**src/rtl/tpiu_frame_decode_if.sv**
```systemverilog
// Frame-in / byte-out handshake bundle for the TPIU frame decoder.
// The decoder connects through the slave modport; its environment uses master.
interface tpiu_frame_decode_if;
    logic [127:0] PacketIn;
    logic         PackAvail;
    logic         PackAvailAck;
    logic         sync;
    logic [7:0]   dataOut;
    logic [6:0]   streamOut;
    logic         dataValid;
    logic         dataReady;

    modport slave (
        input  PacketIn, PackAvail, sync, dataReady,
        output PackAvailAck, dataOut, streamOut, dataValid
    );

    modport master (
        output PacketIn, PackAvail, sync, dataReady,
        input  PackAvailAck, dataOut, streamOut, dataValid
    );
endinterface

```
**src/rtl/tpiu_frame_decode.sv**
```systemverilog
// Decodes captured 128-bit TPIU frames into a stream-tagged byte stream,
// one byte position per clock, with immediate and delayed ID changes.
module tpiu_frame_decode #(
    parameter bit DROP_NULL = 1'b1,
    parameter int CNT_W     = 16
) (
    input  logic               clk,
    input  logic               rst,
    tpiu_frame_decode_if.slave bus,
    output logic [CNT_W-1:0]   frameCnt,
    output logic [CNT_W-1:0]   dropCnt,
    output logic [CNT_W-1:0]   idChgCnt
);
    typedef enum logic {IDLE, DECODE} state_t;

    state_t           state, stateNxt;
    logic [127:0]     frameReg;
    logic [3:0]       idx, idxNxt;
    logic             armed, armedNxt;
    logic             ack, ackNxt;
    logic [6:0]       curId, curIdNxt;
    logic [6:0]       pendId, pendIdNxt;
    logic             pendV, pendVNxt;
    logic [7:0]       dOut, dOutNxt;
    logic [6:0]       sOut, sOutNxt;
    logic             vld, vldNxt;
    logic [CNT_W-1:0] frameNxt, dropNxt, chgNxt;

    logic             stall, take;
    logic [7:0]       curByte, dataByte;
    logic             auxBit, isChg;

    function automatic logic [CNT_W-1:0] satInc(input logic [CNT_W-1:0] c);
        return (&c) ? c : c + 1'b1;
    endfunction

    assign stall    = vld & ~bus.dataReady;
    // A new frame may only be taken once any pending output byte has been accepted.
    assign take     = (state == IDLE) & bus.PackAvail & armed & ~stall;
    assign curByte  = frameReg[{idx, 3'b000} +: 8];
    assign auxBit   = frameReg[{4'b1111, idx[3:1]}];
    assign isChg    = ~idx[0] & curByte[0];
    assign dataByte = idx[0] ? curByte : {curByte[7:1], auxBit};

    always_comb begin
        stateNxt  = state;
        idxNxt    = idx;
        armedNxt  = armed | ~bus.PackAvail;
        ackNxt    = 1'b0;
        curIdNxt  = curId;
        pendIdNxt = pendId;
        pendVNxt  = pendV;
        dOutNxt   = dOut;
        sOutNxt   = sOut;
        vldNxt    = vld;
        frameNxt  = frameCnt;
        dropNxt   = dropCnt;
        chgNxt    = idChgCnt;

        if (take) begin
            armedNxt = 1'b0;
            ackNxt   = 1'b1;
            if (bus.sync) begin
                stateNxt = DECODE;
                idxNxt   = 4'd0;
                frameNxt = satInc(frameCnt);
            end else begin
                dropNxt  = satInc(dropCnt);
            end
        end

        if (!stall) vldNxt = 1'b0;

        if (state == DECODE && !stall) begin
            if (isChg) begin
                chgNxt = satInc(idChgCnt);
                if (auxBit) begin
                    pendIdNxt = curByte[7:1];
                    pendVNxt  = 1'b1;
                end else begin
                    curIdNxt  = curByte[7:1];
                    pendVNxt  = 1'b0;
                end
            end else begin
                if (!(DROP_NULL && curId == 7'd0)) begin
                    dOutNxt = dataByte;
                    sOutNxt = curId;
                    vldNxt  = 1'b1;
                end
                // A delayed ID takes effect only after the data byte that follows it.
                if (pendV) begin
                    curIdNxt = pendId;
                    pendVNxt = 1'b0;
                end
            end
            if (idx == 4'd14) stateNxt = IDLE;
            else              idxNxt   = idx + 4'd1;
        end
    end

    always_ff @(posedge clk or negedge rst) begin
        if (!rst) begin
            state    <= IDLE;
            idx      <= '0;
            armed    <= 1'b1;
            ack      <= 1'b0;
            curId    <= '0;
            pendId   <= '0;
            pendV    <= 1'b0;
            dOut     <= '0;
            sOut     <= '0;
            vld      <= 1'b0;
            frameCnt <= '0;
            dropCnt  <= '0;
            idChgCnt <= '0;
        end else begin
            state    <= stateNxt;
            idx      <= idxNxt;
            armed    <= armedNxt;
            ack      <= ackNxt;
            curId    <= curIdNxt;
            pendId   <= pendIdNxt;
            pendV    <= pendVNxt;
            dOut     <= dOutNxt;
            sOut     <= sOutNxt;
            vld      <= vldNxt;
            frameCnt <= frameNxt;
            dropCnt  <= dropNxt;
            idChgCnt <= chgNxt;
        end
    end

    always_ff @(posedge clk) begin
        if (take) frameReg <= bus.PacketIn;
    end

    assign bus.PackAvailAck = ack;
    assign bus.dataOut      = dOut;
    assign bus.streamOut    = sOut;
    assign bus.dataValid    = vld;
endmodule
```
**src/flat_wrapper.sv**
```systemverilog
// flat-port wrapper written by rule: the top's interface ports become plain ports
module tpiu_frame_decode_flat 
#(
    parameter bit DROP_NULL = 1'b1,
    parameter int CNT_W     = 16
)
  (clk, rst, frameCnt, dropCnt, idChgCnt, bus_PacketIn, bus_PackAvail, bus_sync, bus_dataReady, bus_PackAvailAck, bus_dataOut, bus_streamOut, bus_dataValid);
  tpiu_frame_decode_if bus_i ();
  input  logic clk;
  input  logic rst;
  output logic [CNT_W-1:0] frameCnt;
  output logic [CNT_W-1:0] dropCnt;
  output logic [CNT_W-1:0] idChgCnt;
  input wire logic [$bits(bus_i.PacketIn)-1:0] bus_PacketIn;
  input wire logic [$bits(bus_i.PackAvail)-1:0] bus_PackAvail;
  input wire logic [$bits(bus_i.sync)-1:0] bus_sync;
  input wire logic [$bits(bus_i.dataReady)-1:0] bus_dataReady;
  output wire logic [$bits(bus_i.PackAvailAck)-1:0] bus_PackAvailAck;
  output wire logic [$bits(bus_i.dataOut)-1:0] bus_dataOut;
  output wire logic [$bits(bus_i.streamOut)-1:0] bus_streamOut;
  output wire logic [$bits(bus_i.dataValid)-1:0] bus_dataValid;
  assign bus_i.PacketIn = bus_PacketIn;
  assign bus_i.PackAvail = bus_PackAvail;
  assign bus_i.sync = bus_sync;
  assign bus_i.dataReady = bus_dataReady;
  assign bus_PackAvailAck = bus_i.PackAvailAck;
  assign bus_dataOut = bus_i.dataOut;
  assign bus_streamOut = bus_i.streamOut;
  assign bus_dataValid = bus_i.dataValid;
  tpiu_frame_decode #(.DROP_NULL(DROP_NULL), .CNT_W(CNT_W)) u_core (.clk(clk), .rst(rst), .bus(bus_i), .frameCnt(frameCnt), .dropCnt(dropCnt), .idChgCnt(idChgCnt));
endmodule
```
**config.mk**
```make
export PLATFORM = sky130hd
export DESIGN_NAME = tpiu_frame_decode_flat
export DESIGN_NICKNAME = d
export VERILOG_FILES = /design/src/rtl/tpiu_frame_decode_if.sv /design/src/rtl/tpiu_frame_decode.sv /design/src/flat_wrapper.sv
export SDC_FILE = /design/constraint.sdc
export NUM_CORES = 1
export LEC_CHECK = 0
export CAP_MARGIN = 0
export CORE_MARGIN = 1.5
export CORE_UTILIZATION = 35
export CTS_BUF_LIST = sky130_fd_sc_hd__clkbuf_8
export DETAILED_ROUTE_END_ITERATION = 12
export GPL_ROUTABILITY_DRIVEN = 0
export MAX_ROUTING_LAYER = met4
export SLEW_MARGIN = 20
export SYNTH_ARGS = -nofsm -noshare
export SYNTH_HDL_FRONTEND = slang
export SYNTH_SLANG_ARGS = --single-unit
```
**constraint.sdc**
```tcl
create_clock -name clk -period 12.23 [get_ports clk]
set_input_delay 3.0575 -clock clk [delete_from_list [all_inputs] [get_ports clk]]
set_output_delay 3.0575 -clock clk [all_outputs]
set_load 0.05 [all_outputs]
```
==> flow_summary_export.csv, run 1 <==
group,metric,value,unit
drt,vias_per_cell,4.84,
timing,tns,0,ns
setup_path,cp_slowest_cell,"buf_4",
floorplan,io_pins,198,
timing,period_needed,5.13,ns
floorplan,die_area,26100,um2
drt,num_vias,5418,
power,leakagePower,4.48,nW
place,hpwl,14.2,mm
synth,synthFlopType,"edfxtp_1",
synth,synth_cell_types,52,
cells_and_area,nets,905,
power,vdd_drop_max,0.0000870,V
timing,rsz0062_at_grt,"no",
timing,worst_pin_slew,1.06,ns
timing,slew_violations,0,
synth,yosysSeqAreaShare,68.1,%
floorplan,core-area,24500,um2
setup_path,endpoint,"u_core.frameReg[0]",
setup_path,path_cells,"clkdlybuf4s50_1 -> nand2_1 -> nor3_4 -> buf_4 -> buf_4",
global_route,grt_overflow_total,0,
drt,drt.antenna.violating_nets,0,
floorplan,fp.dieH,162,um
setup_path,crit_type,"in2reg",
clock_network,cts_buffer_depth,3,
cells_and_area,drive_gt1_share,13.6,%
status,status,"complete, no violations",
timing,hold_viol,0,
timing,setup_viol,0,
floorplan,start_util,35.9,%
floorplan,rows,57,
clock_network,cts_tree,"built",
clock_network,cts.htree.levels,2,
global_route,grt_first_pass_wirelength,30.9,mm
place,placed_area,11100,um2
clock_network,cts_resized,0,
setup_path,reg2regPathDepth,6,
drt,wl_per_cell,17.7,um
clock_network,cts.sinks,214,
run,maxCapViolations,0,
worst_hold_path,hold_path_class,"reg2reg",
clock_network,root_buffer,"clkbuf_8",
setup_path,cpPeakStageDelay,0.79,ns
synth,synth_edf_count,128,
setup_path,critPathLaunchType,"input pin",
global_route,antenna_found_initial,0,
synth,ys_ff_latch,214,
synth,syn-num-nets,682,
clock_network,worstSkewPairLatency,0.53,ns
place,port_buffers,197,
synth,yosys_warnings,0,
drt,drtIter0Drc,328,
synth,avgSynthCellArea,16.2,um2
setup_path,cp.required,12.37,ns
clock_network,cts_buffers,38,
clock_network,ctsHoldBuffers,0,
drt,drc,0,
floorplan,die_width,162,um
setup_path,r2r_setup_slack,9.20,ns
synth,synth.cell_area,8810,um2
power,powerDensity,217,nW/um2
clock_network,clkTransAtPathRegs,0.06,ns
timing,max_freq,195,MHz
drt,totalWireLength,19.8,mm
clock_network,post_cts_buffers,0,
timing,finalCritPeriodShare,41.9,%
timing,slew-limit-headroom,29.2,%
global_route,grt_use_total,15.8,%
setup_path,cp-startpoint,"bus_PackAvail",
setup_path,critical_path_arrival,5.27,ns
setup_path,cp_common_cell,"buf_4",
setup_path,worstReg2RegStart,"u_core.idx[0]",
cells_and_area,area_delta_synth_final,34.1,%
setup_path,endpoint_kind,"flop",
cells_and_area,final_cell_area,11800,um2
synth,synthCells,544,
setup_path,crit_fanout,70,
timing,finClkSkew,0.0136,ns
worst_hold_path,hold_start,"u_core.armed",
synth,synth-async-reset-ratio,40.2,%
global_route,grt_pass1_vias,5770,
cells_and_area,diodes,0,
setup_path,r2r-end,"u_core.idChgCnt[14]",
global_route,grt_max_degree,71,
drt,drt-pass1-iter-count,4,
-- placed cells by master, fill, tap and decap left out, drive strengths merged, types with 4 or more instances in the layout --
cell / netlist / layout
a221o: 4 / 4
dfrtp: 85 / 85
nand2b: 4 / 4
mux2: 31 / 31
nand3: 18 / 18
clkbuf: 5 / 41
buf: 12 / 4
xor2: 12 / 12
nand2: 45 / 45
nor2: 18 / 18
a22oi: 10 / 10
ha: 5 / 5
nand4: 13 / 13
xnor2: 32 / 32
edfxtp: 128 / 128
a21oi: 10 / 10
mux2i: 14 / 14
and4: 4 / 4
o21ai: 12 / 12
a221oi: 4 / 4
clkdlybuf4s50: 0 / 196
and2: 7 / 7
mux4: 26 / 26
nor3: 6 / 6
inv: 8 / 23
and3: 9 / 9
clkinv: 0 / 11
-- final cells by class --
| class | instances | area, um2 |
|---|---|---|
| Clock buffer | 41 | 564 |
| Clock inverter | 27 | 141 |
| Fill cell | 2177 | 12700 |
| Inverter | 8 | 30.0 |
| Multi-Input combinational cell | 305 | 2680 |
| Sequential cell | 214 | 6000 |
| Tap cell | 324 | 405 |
| Timing Repair Buffer | 200 | 1990 |
-- synth_stat cells, types with 5 or more instances --
cell	n	share of area, %
edfxtp_1	128	44
and3_1	9	0.64
buf_2	5	0.28
a22oi_1	10	0.85
mux4_1	16	4.8
xor2_1	12	1.2
ha_1	5	0.71
o21ai_0	9	0.51
clkbuf_1	5	0.21
mux2_2	31	4.0
nor2_1	18	0.77
dfrtp_1	85	24
a21oi_1	7	0.40
mux2i_1	14	1.6
xnor2_1	32	3.2
nor3_1	6	0.34
and2_1	5	0.36
mux4_2	10	2.6
nand4_1	13	0.92
nand3_1	16	0.91
inv_1	8	0.34
nand2_1	44	1.9
-- worst min path at each step --
stage / cells past startpoint / to / slack, ns
3_3_place_gp: 2 / u_core.armed / 0.45
4_1_cts: 2 / u_core.armed / 0.48
6_report: 2 / u_core.armed / 0.47
5_1_grt: 2 / u_core.armed / 0.50
3_5_place_dp: 2 / u_core.armed / 0.47
2_1_floorplan: 2 / u_core.armed / 0.45
-- worst max-delay path: cells and delay by family --
family / cells / cell delay (ns)
simple gates: 2 / 0.24
buf+inv: 3 / 1.89
-- report_power, final --
| part | total [mW] | switching [mW] | internal [mW] | leakage (nW) |
|---|---|---|---|---|
| combinational | 0.866 | 0.477 | 0.389 | 1.79 |
| sequential | 1.08 | 0.149 | 0.931 | 2.28 |
| clock | 0.614 | 0.283 | 0.331 | 0.411 |
| total | 2.56 | 0.910 | 1.65 | 4.48 |
-- per-layer routing --
layer / share of wire, % / global-route usage [%] / wire length [um] / up-vias
met3: 7.8 / 4.78 / 1550 / 36
met2: 47 / 25.0 / 9300 / 221
met4: 1.7 / 4.00 / 332 / 0
met1: 44 / 19.7 / 8640 / 2612
met5: 0 / - / 0 / -
li1: - / - / - / 2549
-- through the flow --
step / setup WS, ns / power [mW] / util, % / instances / hold WS (ns)
finish: 7.10 / 2.56 / 48.2 / 1119 / 0.474
detailed placement: 6.52 / 1.98 / 45.3 / 1051 / 0.468
floorplan: 2.76 / 1.69 / - / 544 / 0.446
global placement: 6.62 / 1.96 / 45.3 / 1051 / 0.454
CTS: 7.08 / 2.61 / 48.2 / 1119 / 0.477
global route: 6.92 / 2.70 / 48.2 / 1119 / 0.499
-- registers in the layout (all words and copies together), names as in the netlist, 4 cells and up --
name                  flops
u_core.frameReg         128
u_core.dropCnt           16
u_core.frameCnt          16
u_core.idChgCnt          16
u_core.bus.dataOut        8
u_core.bus.streamOut      7
u_core.curId              7
u_core.pendId             7
u_core.idx                4
-- kinds of logic (layout without fill, tap and decap cells) --
kind of cell / Yosys count / in the layout / synth area share [%]
flops: 214 / 214 / 68.1
mux: 71 / 71 / 12.9
xor+xnor: 44 / 44 / 4.38
simple gates: 132 / 132 / 7.64
buf+inv: 25 / 276 / 1.61
fa+ha+maj: 5 / 5 / 0.710
compound gates: 53 / 53 / 4.70
No activity file was read; power rests on OpenSTA's default activity.
==> run 2: changes to the inputs <==
==> constraint.sdc (replaced) <==
create_clock -name clk -period 5.1 [get_ports clk]
set_input_delay 1.275 -clock clk [delete_from_list [all_inputs] [get_ports clk]]
set_output_delay 1.275 -clock clk [all_outputs]
set_load 0.05 [all_outputs]
==> run 2 against run 1 <==
Wire length hardly changed. Worst setup slack worse by 5.5 ns. Register-to-register slack lost 7.0 ns. Largest power group unchanged. Clock skew up 0.021 ns. Clock power is 120% higher. Sequential share of layout area rose by 0.16 points. Sequential power rose by 140%. Global-route usage grew 0.21 points. Final cell count decreased by 0.63%.
==> flow_summary_export.csv, run 2 (synthesis gave the netlist of run 1 again) <==
group,metric,value,unit
drt,drt-pass1-iter-count,4,
cells_and_area,diodes,0,
setup_path,path_cells,"clkdlybuf4s50_1 -> nand2_8 -> nor4b_1 -> o31ai_2 -> nor3_1 -> nand4_1 -> xnor2_1",
drt,drtIter0Drc,395,
cells_and_area,area_delta_synth_final,33.7,%
power,fin_total_pwr,6.05,mW
place,hpwl,14.2,mm
floorplan,fp.dieH,162,um
cells_and_area,layout_common_cells,"clkdlybuf4s50_1 (196), edfxtp_1 (128), dfrtp_1 (83), nand2_1 (43), clkbuf_8 (39)",
global_route,grt_overflow_total,0,
global_route,grt_pass1_vias,5889,
timing,setup_viol,0,
floorplan,start_util,35.9,%
clock_network,cts.sinks,214,
place,port_buffers,197,
floorplan,rows,57,
global_route,grt_first_pass_wirelength,31.2,mm
run,maxCapViolations,0,
setup_path,critical_path_arrival,3.83,ns
timing,finClkSkew,0.0347,ns
timing,slew-limit-headroom,29.3,%
clock_network,clkTransAtPathRegs,0.06,ns
global_route,grt_use_total,16.0,%
worst_hold_path,min_delay_path_depth,1,
cells_and_area,fill_cells,2147,
clock_network,worstSkewPairLatency,0.52,ns
drt,wl_per_cell,17.8,um
timing,rsz0062_at_grt,"no",
cells_and_area,nets,904,
setup_path,critPathLaunchType,"input pin",
status,status,"complete, no violations",
clock_network,cts_buffers,36,
clock_network,post_cts_buffers,0,
clock_network,cts_tree,"built",
clock_network,root_buffer,"clkbuf_8",
drt,num_vias,5441,
drt,drt.antenna.violating_nets,0,
worst_hold_path,hold_end,"u_core.bus.streamOut[4]",
floorplan,io_pins,198,
drt,drc,0,
setup_path,cpPeakStageDelay,0.66,ns
clock_network,cts_buffer_depth,3,
drt,totalWireLength,19.8,mm
setup_path,worstReg2RegStart,"u_core.idx[1]",
global_route,grt_max_degree,113,
cells_and_area,multi_input_area,2700,um2
clock_network,ctsHoldBuffers,0,
timing,worst_pin_slew,1.06,ns
drt,vias_per_cell,4.89,
timing,finalCritPeriodShare,67.8,%
clock_network,cts_resized,0,
setup_path,cp.required,5.47,ns
timing,slew_violations,0,
worst_hold_path,hold_path_class,"reg2reg",
setup_path,reg2regPathDepth,6,
worst_hold_path,hold_start,"u_core.bus.streamOut[4]",
timing,hold_viol,0,
setup_path,cp_num_buf_inv,1,
cells_and_area,largest_register_ffs,128,
cells_and_area,layout_commonest_cell,"clkdlybuf4s50_1",
timing,hold_slack,0.490,ns
setup_path,critical-path-top-delay-family,"simple AND/OR/NAND/NOR gates",
power,leakagePower,4.45,nW
setup_path,endpoint_kind,"flop",
cells_and_area,regMostFlops,"u_core.frameReg",
setup_path,crit_fanout,7,
cells_and_area,regArea,6000,um2
floorplan,core-area,24500,um2
power,powerDensity,514,nW/um2
timing,period_needed,3.46,ns
setup_path,cp_slowest_cell,"nor4b_1",
cells_and_area,drive_gt1_share,13.7,%
global_route,antenna_found_initial,0,
floorplan,die_area,26100,um2
setup_path,cp_num_cells,7,
clock_network,cts.htree.levels,2,
setup_path,r2r_setup_slack,2.20,ns
timing,max_freq,289,MHz
setup_path,r2r-end,"u_core.curId[5]",
floorplan,die_width,162,um
setup_path,crit_type,"in2reg",
power,vdd_drop_max,0.000266,V
==> run 2: cell count changes in the layout (fill, tap and decap cells not counted), sizes merged <==
cell,before,now
buf,4,5
bufinv,1,0
clkbuf,41,39
clkinv,11,6
clkinvlp,0,1
inv,23,22
==> run 2: report_power, final <==
group,total [mW],switching [mW],internal (mW),leakage [nW]
Combinational,2.15,1.21,0.946,1.81
Sequential,2.55,0.319,2.23,2.28
Clock,1.35,0.645,0.701,0.371
==> run 2: worst max-delay path by stage <==
stage,slack (ns),startpoint,to
2_1_floorplan,-0.41,bus_PackAvail,u_core.frameCnt[12]
3_3_place_gp,1.30,bus_PackAvail,u_core.frameCnt[15]
3_5_place_dp,1.13,bus_PackAvail,u_core.frameCnt[15]
4_1_cts,1.63,bus_PackAvail,u_core.frameCnt[15]
5_1_grt,1.43,bus_PackAvail,u_core.frameCnt[15]
6_report,1.64,bus_PackAvail,u_core.frameCnt[15]
==> run 2: through the flow <==
stage               cells  util [%]  instance area [um2]  setup TNS [ns]  worst slack (ns)
CTS                  1112      48.0                11800               0              1.63
finish               1112      48.0                11800               0              1.64
detailed placement   1052      45.4                11100               0              1.13
floorplan             544         -                 8840          -0.962            -0.406
global placement     1052      45.4                11100               0              1.30
global route         1112      48.0                11800               0              1.43
==> run 2: cell type report <==
type / instances / share of cell area [%]
inverters: 8 / 0.255
well taps: 324 / 3.44
multi-input cells: 305 / 22.9
flip-flops and latches: 214 / 50.9
repair buffers: 201 / 17.1
clock inverters: 21 / 0.776
clock buffers: 39 / 4.56
==> run 2: per-layer routing <==
layer / vias up / track usage, % / part of all wire, %
li1: 2543 / - / -
met1: 2668 / 20.1 / 44
met2: 198 / 26.0 / 48
met3: 32 / 3.31 / 6.1
met4: 0 / 4.71 / 1.8
met5: - / - / 0
==> run 2: worst register-to-register path, delay by kind of cell (launching register included) <==
kind	cells	cell delay, ns
flops	1	1.04
compound gates	4	1.18
simple gates	1	0.15
mux	1	0.38
